`src/rtl/ingress_pkt_buffer.sv`:
```
// Store-and-forward ingress packet buffer.
// Packets become visible downstream only once their EOP byte is stored.
module ingress_pkt_buffer #(
    parameter int DATA_W = 8,
    parameter int DEPTH  = 16,
    parameter int CNT_W  = 8
) (
    input  logic                       clk,
    input  logic                       reset,
    input  logic                       in_valid,
    input  logic                       in_sop,
    input  logic                       in_eop,
    input  logic [DATA_W-1:0]          in_data,
    output logic                       out_valid,
    input  logic                       out_ready,
    output logic [DATA_W-1:0]          out_data,
    output logic                       out_sop,
    output logic                       out_eop,
    output logic [$clog2(DEPTH):0]     pkt_count,
    output logic [CNT_W-1:0]           drop_count
);

    localparam int AW = $clog2(DEPTH);
    localparam int PW = AW + 1;
    localparam logic [PW-1:0] DEPTH_P = PW'(DEPTH);

    typedef enum logic [1:0] {
        IDLE,
        RECV,
        DISCARD
    } state_t;

    state_t st, st_nxt;

    logic [PW-1:0] wr_ptr, cmt_ptr, rd_ptr;
    logic [PW-1:0] wr_nxt, cmt_nxt, base;
    logic [AW-1:0] wr_addr;
    logic          wr_en;
    logic          commit;
    logic [1:0]    drop_inc;
    logic          full;
    logic          rd_fire;
    logic          rd_eop;
    logic [CNT_W:0] drop_sum;

    logic [DATA_W+1:0] mem [DEPTH];

    assign full      = (wr_ptr - rd_ptr) == DEPTH_P;
    assign out_valid = cmt_ptr != rd_ptr;
    assign {out_sop, out_eop, out_data} = mem[rd_ptr[AW-1:0]];
    assign rd_fire   = out_valid && out_ready;
    assign rd_eop    = rd_fire && out_eop;
    assign drop_sum  = {1'b0, drop_count} + (CNT_W+1)'(drop_inc);

    always_comb begin
        st_nxt   = st;
        wr_nxt   = wr_ptr;
        cmt_nxt  = cmt_ptr;
        wr_en    = 1'b0;
        wr_addr  = wr_ptr[AW-1:0];
        commit   = 1'b0;
        drop_inc = 2'd0;
        base     = wr_ptr;
        if (in_valid) begin
            if (in_sop) begin
                // A SOP mid-packet abandons the partial packet first
                if (st == RECV) begin
                    base     = cmt_ptr;
                    drop_inc = 2'd1;
                end
                if ((base - rd_ptr) != DEPTH_P) begin
                    wr_en   = 1'b1;
                    wr_addr = base[AW-1:0];
                    wr_nxt  = base + 1'b1;
                    if (in_eop) begin
                        cmt_nxt = base + 1'b1;
                        commit  = 1'b1;
                        st_nxt  = IDLE;
                    end else begin
                        st_nxt  = RECV;
                    end
                end else begin
                    wr_nxt   = base;
                    drop_inc = drop_inc + 2'd1;
                    st_nxt   = in_eop ? IDLE : DISCARD;
                end
            end else begin
                unique case (st)
                    RECV: begin
                        if (!full) begin
                            wr_en  = 1'b1;
                            wr_nxt = wr_ptr + 1'b1;
                            if (in_eop) begin
                                cmt_nxt = wr_ptr + 1'b1;
                                commit  = 1'b1;
                                st_nxt  = IDLE;
                            end
                        end else begin
                            wr_nxt   = cmt_ptr;
                            drop_inc = 2'd1;
                            st_nxt   = in_eop ? IDLE : DISCARD;
                        end
                    end
                    DISCARD: begin
                        if (in_eop) st_nxt = IDLE;
                    end
                    default: ;
                endcase
            end
        end
    end

    always_ff @(posedge clk or negedge reset) begin
        if (!reset) begin
            st         <= IDLE;
            wr_ptr     <= '0;
            cmt_ptr    <= '0;
            rd_ptr     <= '0;
            pkt_count  <= '0;
            drop_count <= '0;
        end else begin
            st      <= st_nxt;
            wr_ptr  <= wr_nxt;
            cmt_ptr <= cmt_nxt;
            if (rd_fire) rd_ptr <= rd_ptr + 1'b1;
            case ({commit, rd_eop})
                2'b10:   pkt_count <= pkt_count + 1'b1;
                2'b01:   pkt_count <= pkt_count - 1'b1;
                default: ;
            endcase
            if (drop_sum[CNT_W]) drop_count <= '1;
            else                 drop_count <= drop_sum[CNT_W-1:0];
        end
    end

    // Storage is deliberately not reset
    always_ff @(posedge clk) begin
        if (wr_en) mem[wr_addr] <= {in_sop, in_eop, in_data};
    end

endmodule
```
`config.mk`:
```
export PLATFORM = sky130hd
export DESIGN_NAME = ingress_pkt_buffer
export DESIGN_NICKNAME = d
export VERILOG_FILES = /design/src/rtl/ingress_pkt_buffer.sv
export SDC_FILE = /design/constraint.sdc
export NUM_CORES = 1
export LEC_CHECK = 0
export CAP_MARGIN = 15
export CORE_MARGIN = 3
export CORE_UTILIZATION = 55
export DETAILED_ROUTE_END_ITERATION = 12
export GPL_TIMING_DRIVEN = 0
export MAX_ROUTING_LAYER = met4
export PLACE_DENSITY = 0.76
export SLEW_MARGIN = 30
export SYNTH_ARGS = -nofsm -noshare
export SYNTH_HDL_FRONTEND = slang
export SYNTH_SLANG_ARGS = --single-unit
```
`constraint.sdc`:
```
create_clock -name clk -period 4.94 [get_ports clk]
set_input_delay 0.988 -clock clk [delete_from_list [all_inputs] [get_ports clk]]
set_output_delay 0.988 -clock clk [all_outputs]
set_load 0.05 [all_outputs]
```
# --- After elaboration in Yosys (flattened, before gate mapping) ---
# Memory sizes are Yosys's and may differ from the RTL's.
# Cells that the tools add are included.
word_totals:
  ff_bits: 30
  mem_bits_rw: 160
  inputBits: 14
  output_inout_bits: 24
  word_cells: 79
  mem_count: 1
classes:
  addsub: 9
  n_eq_ne: 9
  n_mux: 46
  reduce_logical: 8
memory_table:
  columns: ["name", "depth", "width", "read_ports", "rd_ports_with_merged_regs", "wr", "line_no", "rtl"]
  rows:
  - ["mem", 16, 10, 1, 0, 1, "46", "logic [DATA_W+1:0] mem [DEPTH];"]
ops:
  columns: ["op", "n"]
  rows:
  - ["2-to-1 mux 5 bit", 13]
  - ["adder 5 x 1 -> 5 bit, second input constant", 4]
  - ["2-to-1 mux 2 bit", 10]
  - ["2-to-1 mux 1 bit", 17]
  - ["2-to-1 mux 4 bit", 3]
  - ["one-hot mux 5 bit (2 select lines)", 1]
  - ["subtractor 5 bit", 2]
  - ["adder 8 x 2 -> 9 bit", 1]
  - ["2-to-1 mux 8 bit", 1]
  - ["equality test 5 bit, second input constant", 1]
  - ["inequality test 5 bit", 1]
  - ["inequality test 5 bit, second input constant", 1]
  - ["AND reduction 5 bit", 1]
  - ["subtractor 5 x 1 -> 5 bit, second input constant", 1]
  - ["equality test 2 x 1 -> 1 bit, second input constant", 2]
  - ["equality test 2 bit, second input constant", 2]
  - ["one-hot mux 2 bit (2 select lines)", 1]
  - ["AND reduction 2 bit", 2]
  - ["nonzero test 2 bit", 2]
  - ["nonzero test 3 bit", 1]
  - ["adder 2 x 1 -> 2 bit, second input constant", 1]
  - ["logical AND 1 bit", 2]
  - ["inequality test 2 x 1 -> 1 bit, second input constant", 1]
  - ["inequality test 2 bit, second input constant", 1]

# --- Logic depth before layout (Yosys ltp) ---
logic_depth:
  depth_word: 11
  mapped_depth: 23
  depth_no_buf: 21

# --- Worst setup path before layout ---
# OpenSTA, ideal clock, no wires.
synth_timing:
  path_kind: "register to register"
  startpoint: "register rd_ptr[1]"
  endpoint: "register pkt_count[4]"
  setup_ns: 0.143
  arrival_time_ns: 4.487
  required_time_ns: 4.797
  slack_ns: 0.310
  stages_incl_launch_ff: 20
  path_buffers: 3
  period_less_slack_ns: 4.630
  path_cell_list: "dfrtp_1 -> clkbuf_1 -> buf_1 -> buf_1 -> inv_1 -> ha_1 -> nor2b_1 -> o2111a_1 -> a211oi_2 -> mux2i_4 -> a21oi_2 -> nor2_2 -> inv_1 -> ha_1 -> fa_1 -> a21o_1 -> a21oi_1 -> xor2_1 -> nor2_1 -> xor2_1"
synth_between:
  elab_chain_len: 8
  word_cells_on_any_way: 17
  cone_classes: "2 x add/sub; 5 x eq/ne; 6 x mux; 3 x reduce/logical; 1 x memory"
synth_rtl:
  columns: ["element", "line_no", "rtl"]
  rows:
  - ["start, declared", "35", "logic [PW-1:0] wr_ptr, cmt_ptr, rd_ptr;"]
  - ["start signal, assigned", "125", "if (rd_fire) rd_ptr <= rd_ptr + 1'b1;"]
  - ["subtractor 5 bit", "48", "assign full = (wr_ptr - rd_ptr) == DEPTH_P;"]
  - ["equality test 5 bit", "48", null]
  - ["2-to-1 mux 1 bit", "90", "if (!full) begin"]
  - ["2-to-1 mux 1 bit", "88", "unique case (st)"]
  - ["2-to-1 mux 1 bit", "65", "if (in_sop) begin"]
  - ["2-to-1 mux 1 bit", "64", "if (in_valid) begin"]
  - ["equality test 2 x 1 -> 1 bit / equality test 2 bit (equally long branches)", "126", "case ({commit, rd_eop})"]
  - ["one-hot mux 5 bit (2 select lines) / nonzero test 2 bit (equally long branches)", null, null]
  - ["end signal, assigned", "127", "2'b10: pkt_count <= pkt_count + 1'b1;"]
  - ["end signal, assigned", "128", "2'b01: pkt_count <= pkt_count - 1'b1;"]
  - ["end, declared", "19", "output logic [$clog2(DEPTH):0] pkt_count,"]
# Several ways; a longest one is shown, not always the timed one.
# A chain may end at the register's enable or synchronous reset.

# --- Final worst setup path ---
# Same ends and word-level chain as after synthesis.

==> summary.md <==
| Metric | Value |
|---|---|
| WP depth | `18` |
| Most used DFF post-synth | `edfxtp_1` |
| R2R depth | `18` |
| Sequential power share | `between 30% and 40%` |
| Sink Count | `between 150 and 200` |
| Final hold vios | `0` |
| Horiz. Die Dim | `between 100 and 150 um` |
| Clock Root Buffer | `clkbuf_16` |
| Post-synthesis sequential area ratio | `approximately 65%` |
| CTS Hold Bufs | `0` |
| Diodes inserted | `0` |
| Worst-path clk slew | `approximately 0.070 ns` |
| Via density | `about 6.3` |
| Drt drc | `0` |
| Slew Limit Fails | `0` |
| Met3 usage | `~4.7%` |
| CP startpoint kind | `flip-flop` |
| Max-slew headroom | `about 41%` |
| Final setup margin | `approximately 0.24 ns` |
| Clock skew | `0.0152 ns` |
| Synth Register Bits | `190` |
| Syn Inst Count | `approximately 530` |
| Vias in the first global route | `5,184` |
| Pre-CTS WS | `-0.883 ns` |
| Worst Setup End Kind | `flip-flop` |
| CP max FO | `10` |
| Met2 global-route usage | `39.2%` |
| H-tree levels | `4` |
| Remaining global-route overflow | `0` |
| Post-route cell area | `around 0.010 mm^2` |
| Util after Layout | `approximately 65%` |
| Storage cell area | `approximately 0.0056 mm^2` |
| Layout area overhead | `15.9%` |
| Max Buffers Root-to-Sink | `2` |
| DR WL/cell | `24.3 um` |
| Initial antenna violation count | `0` |
| Global placement routability congestion | `0.936` |
| PwrDens | `647 mW/mm^2` |
| Largest net degree at the start of global routing | `27` |
| Maximum clock rate | `0.213 GHz` |
| Switching part of the total power | `about 39%` |
| Maxcap violations | `0` |
| Hold Slack | `roughly 0.38 ns` |
| Tcrit/Tclk final | `a little over nine tenths` |
| Synth top area share | `between 50% and 60%` |
| CTS tree | `yes` |
| Max incr delay on CP | `a little under 0.6 ns` |
| Critical path's top delay family | `compound AO/OA/AOI/OAI gates` |
| Tot Pwr | `~6.5 mW` |
| Busiest grt layer | `met2` |
| Fillers | `around 1,100` |
| Die Ht | `131 um` |
| Final WL | `just under 20 mm` |
| Syn avg cell area | `16.1 um^2` |
| Crit path DAT | `roughly 5.0 ns` |
| Worst Tran Pin Value | `just under 0.9 ns` |
| Post-synth EDFFs | `between 150 and 200` |
| Synth cell types | `between 50 and 60` |
| Area contributors post-synth | `edfxtp_1 56%, mux4_2 13%, dfrtp_1 8.7%` |
| Status | `finished clean` |
| Crit path time final | `4.70 ns` |
| Top cell type by total area after synthesis | `edfxtp_1` |
| Rows | `between 40 and 50` |
| Combinational Power Share | `a little under half` |
| Critical path required time | `roughly 5.3 ns` |
| Port bufs | `36` |
| Router iterations before antenna repair | `5` |
| GR Util met1 | `between 30 and 40%` |
| Fin nets | `approximately 630` |
| RSZ-0062 raised after global routing | `no` |
| Switch Pwr | `around 2.5 mW` |
| Worst Hold Class | `primary input to async pin` |
| Clock group share of total power | `between 20% and 30%` |
| Synth warnings | `0` |
| GR Util All Layers | `between 20% and 30%` |
| Clk_lat worst skew | `~0.43 ns` |
| First-pass GRT wire length | `about 31 mm` |
| Leak pwr | `about 3.4 nW` |
| Initial DRC Count | `674` |
| Core Area | `approximately 0.015 mm^2` |
| Async SR Flop Fraction | `~16%` |
| Synth Cell Area | `around 0.0086 mm^2` |
| Placed inst area | `between 0.009 and 0.01 mm^2` |
| Via count | `just over 5,000` |
| Internal Power | `about 3.9 mW` |
| I/O pins | `38` |
| Initial Utilization | `56.4%` |
| Cell Chain, Critical Path | `buf_4 > buf_2 > inv_1 > ha_1 > nor2b_2 > or4_4 > a221oi_4 > mux2i_4 > a21oi_2 > nor2_4 > inv_1 > ha_2 > ha_1 > a21o_1 > a21oi_1 > xor2_1 > nor2_1 > xor2_1` |
| Die ar. | `approximately 0.017 mm^2` |
| Area of the multi-input gates | `0.00295 mm^2` |
| Routed Antenna Nets | `0` |
| Mapped Nets | `roughly 570` |
| Detailed Place HPWL | `between 10 and 15 mm` |
| Worst path slowest cell | `dfrtp_1` |
| Final setup viols | `0` |
| Crit path kind | `flip-flop to flip-flop` |
| Worst VDD drop | `0.000329 V` |
| Layout cells sized above 1 | `23.6%` |
| Inserted Clock Buffers | `17` |
| WP buf/inv | `4` |
## state kept, by name (all words and copies together), names as in the netlist
| name | flops |
|---|---|
| cmt_ptr | 5 |
| st | 2 |
| mem | 160 |
| rd_ptr | 5 |
| drop_count | 8 |
| pkt_count | 5 |
| wr_ptr | 5 |
## power groups by stage
stage	Sequential [mW]	Combinational (mW)	Clock (mW)
CTS	2.10	2.94	1.37
finish	2.11	2.99	1.36
detailed placement	2.12	2.88	0
global placement	2.10	2.79	0
floorplan	2.19	2.03	0
global route	2.13	3.19	1.43
## synthesized netlist by cell type, drive strengths merged, types with 2 or more instances
master    n
nand2    39
fa        2
inv      16
a21o      4
nor2     35
xnor2    18
a41oi     3
clkinv    2
dfrtp    30
o221ai    2
mux2i     8
mux2      7
nor2b     4
nand2b    2
edfxtp  160
a31oi     3
and2      3
a211oi    7
xor2     12
nor4      5
nor3      5
o21ai    16
ha       18
or4       2
clkbuf   14
o31ai     2
a21oi    19
buf      13
nand3    11
o21a      2
mux4     50
nand4     6
## routing by layer
metal,part of all wire (%),vias to the layer above,routed length (um)
li1,-,2200,-
met1,40,2618,7990
met2,50,256,9940
met3,7.8,34,1550
met4,1.7,0,346
met5,0,-,0
## what timing repair did
item	CTS	global route
setup buffers	2	3
pin swaps	0	2
endpoints found under the setup margin	182	56
resized for setup	8	13
## placed cells by master, fill, tap and decap left out, types with 13 or more instances in the layout
cell type        count
ha_1                17
clkbuf_1            13
a21oi_1             16
dfrtp_1             30
inv_1               15
clkbuf_16           17
nor2_1              18
edfxtp_1           160
xnor2_1             18
nor2_2              16
clkdlybuf4s50_1     35
nand2_1             38
mux4_2              50
## kinds of logic after synthesis
group           Yosys count  synth area share (%)
buf+inv                  45                  2.18
compound gates           68                  5.58
mux                      65                  15.2
xor+xnor                 31                  3.31
flops                   190                  64.5
simple gates            115                  6.13
fa+ha+maj                20                  3.08
## cell type report
class | instances | area share, %
Sequential cell | 190 | 55.7
Clock inverter | 13 | 1.60
Multi-Input combinational cell | 299 | 29.6
Buffer | 26 | 1.34
Clock buffer | 18 | 4.30
Tap cell | 211 | 2.65
Inverter | 18 | 0.715
Timing Repair Buffer | 42 | 4.14
## path summary, 6_finish.rpt
path / to / slack [ns] / start
setup / recovery: pkt_count[4] / 0.24 / rd_ptr[1]
min in group clk: pkt_count[4] / 0.48 / pkt_count[4]
max in group asynchronous: cmt_ptr[4] / 4.18 / reset
hold reg to reg: pkt_count[4] / 0.48 / pkt_count[4]
hold / removal: wr_ptr[2] / 0.38 / reset
setup reg to reg: pkt_count[4] / 0.24 / rd_ptr[1]
## per-stage QoR
stage	TNS (ns)	std cells
finish	0	817
global route	0	817
CTS	0	814
detailed placement	-101.15	782
global placement	-108.34	781
floorplan	0	534
Power figures use the tool's default switching activity.
